## config.mk

```make
export PLATFORM = sky130hd
export DESIGN_NAME = fc_rx_crc_check
export DESIGN_NICKNAME = d
export VERILOG_FILES = /design/src/rtl/fc_rx_crc_check_pkg.sv /design/src/rtl/fc_crc32_d32.sv /design/src/rtl/fc_rx_crc_check.sv
export SDC_FILE = /design/constraint.sdc
export NUM_CORES = 1
export LEC_CHECK = 0
export BUFFER_PORTS_ARGS = -buffer_cell sky130_fd_sc_hd__clkbuf_2
export CELL_PAD_IN_SITES_DETAIL_PLACEMENT = 2
export CELL_PAD_IN_SITES_GLOBAL_PLACEMENT = 2
export CORE_UTILIZATION = 39
export CTS_BUF_LIST = sky130_fd_sc_hd__clkbuf_16
export DETAILED_ROUTE_END_ITERATION = 10
export GPL_TIMING_DRIVEN = 0
export PLACE_DENSITY = 0.93
export RECOVER_POWER = 100
export SETUP_SLACK_MARGIN = 0.4
export SLEW_MARGIN = 0
export SYNTH_ARGS = -nofsm -noshare
export SYNTH_HDL_FRONTEND = slang
export SYNTH_SLANG_ARGS = --single-unit
```

## constraint.sdc

```tcl
create_clock -name rx_clk -period 4.8 [get_ports rx_clk]
set_input_delay 0.96 -clock rx_clk [delete_from_list [all_inputs] [get_ports rx_clk]]
set_output_delay 0.96 -clock rx_clk [all_outputs]
set_load 0.01 [all_outputs]
```

## src/rtl/fc_rx_crc_check_pkg.sv

```systemverilog
// rtl/fc_rx_crc_check_pkg.sv - shared constants, error-bit indices and FSM state type for the FC RX CRC checker
package fc_rx_crc_check_pkg;

  typedef logic [31:0] crc32_residue_t;

  localparam crc32_residue_t CRC32_RESIDUE = 32'hC704_DD7B;
  localparam logic [31:0]    CRC32_INIT    = 32'hFFFF_FFFF;
  localparam logic [31:0]    CRC32_POLY    = 32'h04C1_1DB7;

  localparam int ERR_CRC   = 0;
  localparam int ERR_RUNT  = 1;
  localparam int ERR_ABORT = 2;

  // 6 header words + CRC + EOF primitive
  localparam int MIN_FRAME_WORDS = 8;
  localparam int FILL_WORDS      = 2;

  localparam logic [31:0] MM_UNMAPPED = 32'hFFFF_FFFF;

  typedef enum logic [1:0] {
    IDLE   = 2'd0,
    FILL   = 2'd1,
    STREAM = 2'd2
  } crc_state_t;

endpackage

```

## src/rtl/fc_crc32_d32.sv

```systemverilog
// rtl/fc_crc32_d32.sv - combinational CRC-32 update for one 32-bit word, MSB first, non-reflected
module fc_crc32_d32
  import fc_rx_crc_check_pkg::*;
(
  input  logic [31:0] data_i,
  input  logic [31:0] crc_i,
  output logic [31:0] crc_o
);

  logic [31:0] r;

  always_comb begin
    r = crc_i;
    for (int i = 31; i >= 0; i--) begin
      if (r[31] ^ data_i[i]) begin
        r = {r[30:0], 1'b0} ^ CRC32_POLY;
      end else begin
        r = {r[30:0], 1'b0};
      end
    end
    crc_o = r;
  end

endmodule

```

## src/rtl/fc_rx_crc_check.sv

```systemverilog
// rtl/fc_rx_crc_check.sv - strips SOF/EOF/CRC from the FC RX stream, checks CRC-32, tags errors on eop.
// Frame counters and the full status map are built only with FC_RX_CRC_STATS_EN.
module fc_rx_crc_check
  import fc_rx_crc_check_pkg::*;
#(
  parameter int MTU = 3072
) (
  input  logic        rx_clk,
  input  logic        reset_n,
  input  logic [31:0] in_data,
  input  logic        in_valid,
  input  logic        in_startofpacket,
  input  logic        in_endofpacket,
  output logic [31:0] out_data,
  output logic        out_valid,
  output logic        out_startofpacket,
  output logic        out_endofpacket,
  output logic [1:0]  out_empty,
  output logic [2:0]  out_error,
  input  logic [2:0]  mm_address,
  input  logic        mm_read,
  output logic [31:0] mm_readdata
);

  localparam int CMAX = MTU / 4;
  localparam int CW   = $clog2(CMAX + 1);
  localparam logic [CW-1:0] C_MAX = CW'(CMAX);

  crc_state_t    state_q;
  logic [CW-1:0] c_q;
  logic [31:0]   crc_q;
  logic [31:0]   s0_q;
  logic [31:0]   s1_q;
  logic [31:0]   out_data_q;
  logic          out_valid_q;
  logic          out_sop_q;
  logic          out_eop_q;
  logic [2:0]    out_error_q;
  logic [31:0]   rd_q;
  logic [31:0]   rd_d;

  logic [31:0]   crc_next;
  logic [CW-1:0] c_inc;
  logic          in_frame;
  logic          beat_sof;
  logic          beat_eof;
  logic          beat_dat;
  logic          crc_bad;
  logic          runt_word;
  logic [2:0]    eof_err;
  logic [2:0]    abort_err;

  fc_crc32_d32 u_crc32 (
    .data_i (in_data),
    .crc_i  (crc_q),
    .crc_o  (crc_next)
  );

  // A beat carrying both sop and eop is a lone primitive and matches none of these.
  assign beat_sof = in_valid &  in_startofpacket & ~in_endofpacket;
  assign beat_eof = in_valid & ~in_startofpacket &  in_endofpacket;
  assign beat_dat = in_valid & ~in_startofpacket & ~in_endofpacket;
  assign in_frame = (state_q != IDLE);
  assign c_inc    = (c_q == C_MAX) ? c_q : c_q + 1'b1;

  always_comb begin
    crc_bad   = (crc_q != CRC32_RESIDUE);
    runt_word = (c_inc < CW'(MIN_FRAME_WORDS));
    eof_err   = '0;
    eof_err[ERR_CRC]  = crc_bad;
    eof_err[ERR_RUNT] = runt_word;
    abort_err = '0;
    abort_err[ERR_ABORT] = 1'b1;
  end

  always_ff @(posedge rx_clk or negedge reset_n) begin
    if (!reset_n) begin
      state_q     <= IDLE;
      c_q         <= '0;
      crc_q       <= '0;
      s0_q        <= '0;
      s1_q        <= '0;
      out_data_q  <= '0;
      out_valid_q <= 1'b0;
      out_sop_q   <= 1'b0;
      out_eop_q   <= 1'b0;
      out_error_q <= '0;
    end else begin
      out_valid_q <= 1'b0;
      out_sop_q   <= 1'b0;
      out_eop_q   <= 1'b0;
      out_error_q <= '0;
      if (beat_sof) begin
        if (state_q == STREAM) begin
          out_valid_q <= 1'b1;
          out_data_q  <= s1_q;
          out_sop_q   <= (c_q == CW'(FILL_WORDS));
          out_eop_q   <= 1'b1;
          out_error_q <= abort_err;
        end
        state_q <= FILL;
        c_q     <= '0;
        crc_q   <= CRC32_INIT;
        s0_q    <= '0;
        s1_q    <= '0;
      end else if (in_frame && (beat_dat || beat_eof)) begin
        c_q  <= c_inc;
        s0_q <= in_data;
        s1_q <= s0_q;
        if (state_q == STREAM) begin
          out_valid_q <= 1'b1;
          out_data_q  <= s1_q;
          out_sop_q   <= (c_q == CW'(FILL_WORDS));
        end
        if (beat_eof) begin
          // The CRC word is already folded; the EOF primitive itself never is.
          if (state_q == STREAM) begin
            out_eop_q   <= 1'b1;
            out_error_q <= eof_err;
          end
          state_q <= IDLE;
        end else begin
          crc_q <= crc_next;
          if (c_inc == CW'(FILL_WORDS)) begin
            state_q <= STREAM;
          end
        end
      end
    end
  end

`ifdef FC_RX_CRC_STATS_EN
  logic [31:0] cnt_good_q;
  logic [31:0] cnt_crc_q;
  logic [31:0] cnt_runt_q;
  logic [31:0] cnt_abort_q;
  logic        ev_good;
  logic        ev_crc;
  logic        ev_runt;
  logic        ev_abort;

  always_comb begin
    ev_good  = 1'b0;
    ev_crc   = 1'b0;
    ev_runt  = 1'b0;
    ev_abort = in_frame && beat_sof;
    if (in_frame && beat_eof) begin
      if (state_q != STREAM) begin
        ev_runt = 1'b1;
      end else begin
        ev_crc  = crc_bad;
        ev_runt = runt_word;
        ev_good = !crc_bad && !runt_word;
      end
    end
  end

  always_ff @(posedge rx_clk or negedge reset_n) begin
    if (!reset_n) begin
      cnt_good_q  <= '0;
      cnt_crc_q   <= '0;
      cnt_runt_q  <= '0;
      cnt_abort_q <= '0;
    end else begin
      if (ev_good)  cnt_good_q  <= cnt_good_q + 1'b1;
      if (ev_crc)   cnt_crc_q   <= cnt_crc_q + 1'b1;
      if (ev_runt)  cnt_runt_q  <= cnt_runt_q + 1'b1;
      if (ev_abort) cnt_abort_q <= cnt_abort_q + 1'b1;
    end
  end
`endif

  always_comb begin
    rd_d = MM_UNMAPPED;
    case (mm_address)
`ifdef FC_RX_CRC_STATS_EN
      3'd0:    rd_d = cnt_good_q;
      3'd1:    rd_d = cnt_crc_q;
      3'd2:    rd_d = cnt_runt_q;
      3'd3:    rd_d = cnt_abort_q;
`endif
      3'd4:    rd_d = 32'(state_q);
      default: rd_d = MM_UNMAPPED;
    endcase
  end

  always_ff @(posedge rx_clk or negedge reset_n) begin
    if (!reset_n) begin
      rd_q <= '0;
    end else if (mm_read) begin
      rd_q <= rd_d;
    end
  end

  assign out_data          = out_data_q;
  assign out_valid         = out_valid_q;
  assign out_startofpacket = out_sop_q;
  assign out_endofpacket   = out_eop_q;
  assign out_error         = out_error_q;
  assign out_empty         = 2'b00;
  assign mm_readdata       = rd_q;

endmodule

```

==> metrics <==
largest net degree at the start of global routing=104; remaining antenna violation count after routing=0; Hold Path Stages=2; Top FF cell, synth=dfrtp_1; Post-Syn Instances=885; Die ar.=0.0246 mm^2; Final Max Slew Viols=47; global route overflow=0; crit path buf inv count=2; Routed Wire Length=47000 um; height of the chip=157 um; Via-to-Cell Ratio=5.96; status=complete, but fails checks; post-synthesis average cell area=10.6 um^2; final hold slack=0.503 ns; TritonCTS clock tree=built; worst setup skew after layout=0.0128 ns; die outline width=157 um; count of final hold-check violations=0; standard cell core area=0.0235 mm^2; Slew @ Worst Pin=2.94 ns; clock transition time at the flip-flop clock pins of the worst setup and hold paths=0.07 ns; Critical Path Max Stage Delay=0.60 ns; share of cells above drive strength 1=0.222; antenna violations before repair=0; Critical-path top delay cell=xnor3_1; Slew HR=-0.962; number of vias in the routed layout=8186; Max-cap violations=1; DP Cell Count=1315; type of the worst setup path=in -> reg; Worst Path Arrival=5.18 ns; most numerous cell on the critical path=xnor3_1; Critical Path Stages=11; Required @ worst endpoint=5.15 ns; clk sinks=149; drt first-iter violations=773; number of DRC violations after detailed routing=0; unrepaired setup endpoints after global routing=true; number of inserted diodes=0; post-route minimum period=4.83 ns; CTS H-Tree Depth=4; GRT Total Usage=0.358; Crit. End Element=register; setup ws final=-0.0319 ns; global placer's final weighted congestion=0.936; starting utilization of the core area=0.398; number of I/O pins=113; CTS Buf Count=17; final cycle utilization of the critical path=1.01; Layout fillers=2438; logic depth of the worst register-to-register path=10; HPWL reported at the end of detailed placement=26700 um; Post-synth EDFFs=0; Finished Layout Cells=1373; critical path cell sequence=clkbuf_2 -> xnor2_4 -> buf_4 -> xnor3_1 -> xnor2_4 -> xnor3_2 -> xnor3_1 -> xnor3_1 -> xnor2_4 -> xnor3_1 -> a21oi_1; number of cell rows=56; source-to-sink clock delay at the later pin of the worst-skew pair=0.46 ns; number of failing setup endpoints in the final timing report=1; count of hold buffers inserted by post-cts repair=0; Crit Path Max Fanout=5; Distinct cells, synth=45; Post-Route Utilization=0.486; sequential element share of the synthesized area=0.399; number of global-route vias before repair=8782; class of the tightest hold or removal check=reg -> reg; maximum clock insertion buffer count=2; Top Family by Delay on Critical Path=XOR/XNOR gates; number of search-and-repair iterations in the first detailed-routing pass=5; Startpoint Class=input port; average routed wire per standard cell=34.2 um; synth warn=0; fraction of synthesis flops using an asynchronous set or reset pin=1.00; Buffers on Ports=109; Synth Register Bits=149; violations in the final reports=max-capacitance violations, max-slew violations, negative setup slack; first-pass GRT wire length=61600 um; final-stage net count=1085; relative area change from synthesis to final layout=21.9%; fmax=207 MHz; Root Driver=clkbuf_16; area of the mapped netlist=0.00935 mm^2
==> flip-flops by register name, indices dropped and copies added (netlist names) <==
name               count
out_valid              1
out_endofpacket        1
s1_q                  32
state_q                2
out_error              3
mm_readdata            3
s0_q                  32
c_q                   10
out_data              32
out_startofpacket      1
crc_q                 32
==> worst paths after layout <==
kind	startpoint	end	slack, ns
setup / recovery	in_data[28]	crc_q[8]	-0.03
hold / removal	s1_q[17]	s1_q[17]	0.50
setup reg to reg	crc_q[28]	crc_q[8]	0.13
hold reg to reg	s1_q[17]	s1_q[17]	0.50
max in group asynchronous	reset_n	out_startofpacket	1.67
min in group asynchronous	reset_n	crc_q[30]	1.45
==> worst register-to-register path: cells and delay by family, from the launching register on <==
kind                   cells  cell delay, ns
AO/OA/AOI/OAI              1            0.28
XOR/XNOR                   8            3.61
buffers and inverters      1            0.18
flip-flops                 1            0.50
==> through the flow <==
step | TNS [ns] | cell area, um^2 | setup WS, ns
after floorplan | 0 | 9360 | 0.659
after global placement | -2.05 | 10300 | -0.338
after detailed placement | -6.12 | 10300 | -0.503
after CTS | 0 | 11200 | 0.411
after global routing | -0.0285 | 11400 | -0.0285
final | -0.0319 | 11400 | -0.0319
==> cells by family after synthesis <==
family	after synthesis	synth area share
buf+inv	70	0.0409
flops	149	0.399
mux	33	0.0397
other cells	1	0.000401
compound gates	66	0.0411
simple gates	292	0.137
xor+xnor	271	0.339
fa+ha+maj	3	0.00401
==> cell usage in the layout, fill, tap and decap left out, types with 3 or more instances in the layout <==
master      count
xnor2_1       155
dfrtp_1       148
nand2_1       146
clkbuf_1       72
nand3_1        67
clkbuf_2       66
nor2_1         46
xnor3_1        34
a21oi_1        32
xor2_1         30
clkbuf_4       29
mux2_2         27
buf_4          27
xnor2_2        18
xnor2_4        17
clkbuf_16      17
o21ai_0        16
xnor3_2         8
buf_1           6
mux2_1          6
and3_1          5
nand4_1         5
xor2_2          5
o22a_1          5
inv_1           4
nor3_1          4
nor4_1          4
a31oi_1         4
clkinvlp_4      4
ha_1            3
clkinv_4        3
inv_6           3
inv_8           3
==> per-layer routing <==
layer,vias up,wire length (um),part of all wire,GRT usage
li1,3204,-,-,-
met2,550,23100,0.49,0.618
met3,236,3530,0.075,0.0936
met4,0,3640,0.078,0.229
met5,-,0,0,0
met1,4196,16700,0.36,0.390
==> cell usage after synthesis (all sizes together) (2+ instances only) <==
cell,count,area (um^2)
clkbuf,28,105
or3,2,12.5
buf,39,267
o31ai,2,15.0
xnor2,190,1830
inv,3,11.3
nor3,4,20.0
nand4b,2,17.5
nor2,46,173
and3,5,31.3
xnor3,42,952
nand2b,2,12.5
mux2,33,372
and2,2,12.5
xor2,37,332
nand3,67,335
a21oi,32,160
a31oi,4,25.0
o22a,5,43.8
nand2,146,548
a32o,2,20.0
nand4,5,31.3
nor4,4,25.0
o21ai,16,80.1
dfrtp,149,3730
xor3,2,50.1
ha,3,37.5
==> what timing repair did <==
action                                  4_1_cts  5_1_grt
pin swaps                                     8        9
hold endpoints to repair                      0        0
cloned                                        0        0
buffers inserted                              9       17
gates resized for setup                      27       23
endpoints found under the setup margin       28       11
==> final cells by class <==
| class | count | area (um^2) | share of cell area |
|---|---|---|---|
| inverters | 3 | 11.3 | 0.000988 |
| clock inverters | 15 | 124 | 0.0109 |
| well taps | 319 | 399 | 0.0350 |
| multi-input cells | 667 | 5600 | 0.491 |
| flip-flops and latches | 149 | 3730 | 0.327 |
| clock buffers | 17 | 425 | 0.0373 |
| plain buffers | 67 | 372 | 0.0326 |
| repair buffers | 136 | 739 | 0.0649 |
Power is not shown: default switching activity piles up to over one toggle a cycle in this logic, so the estimate is an artifact.
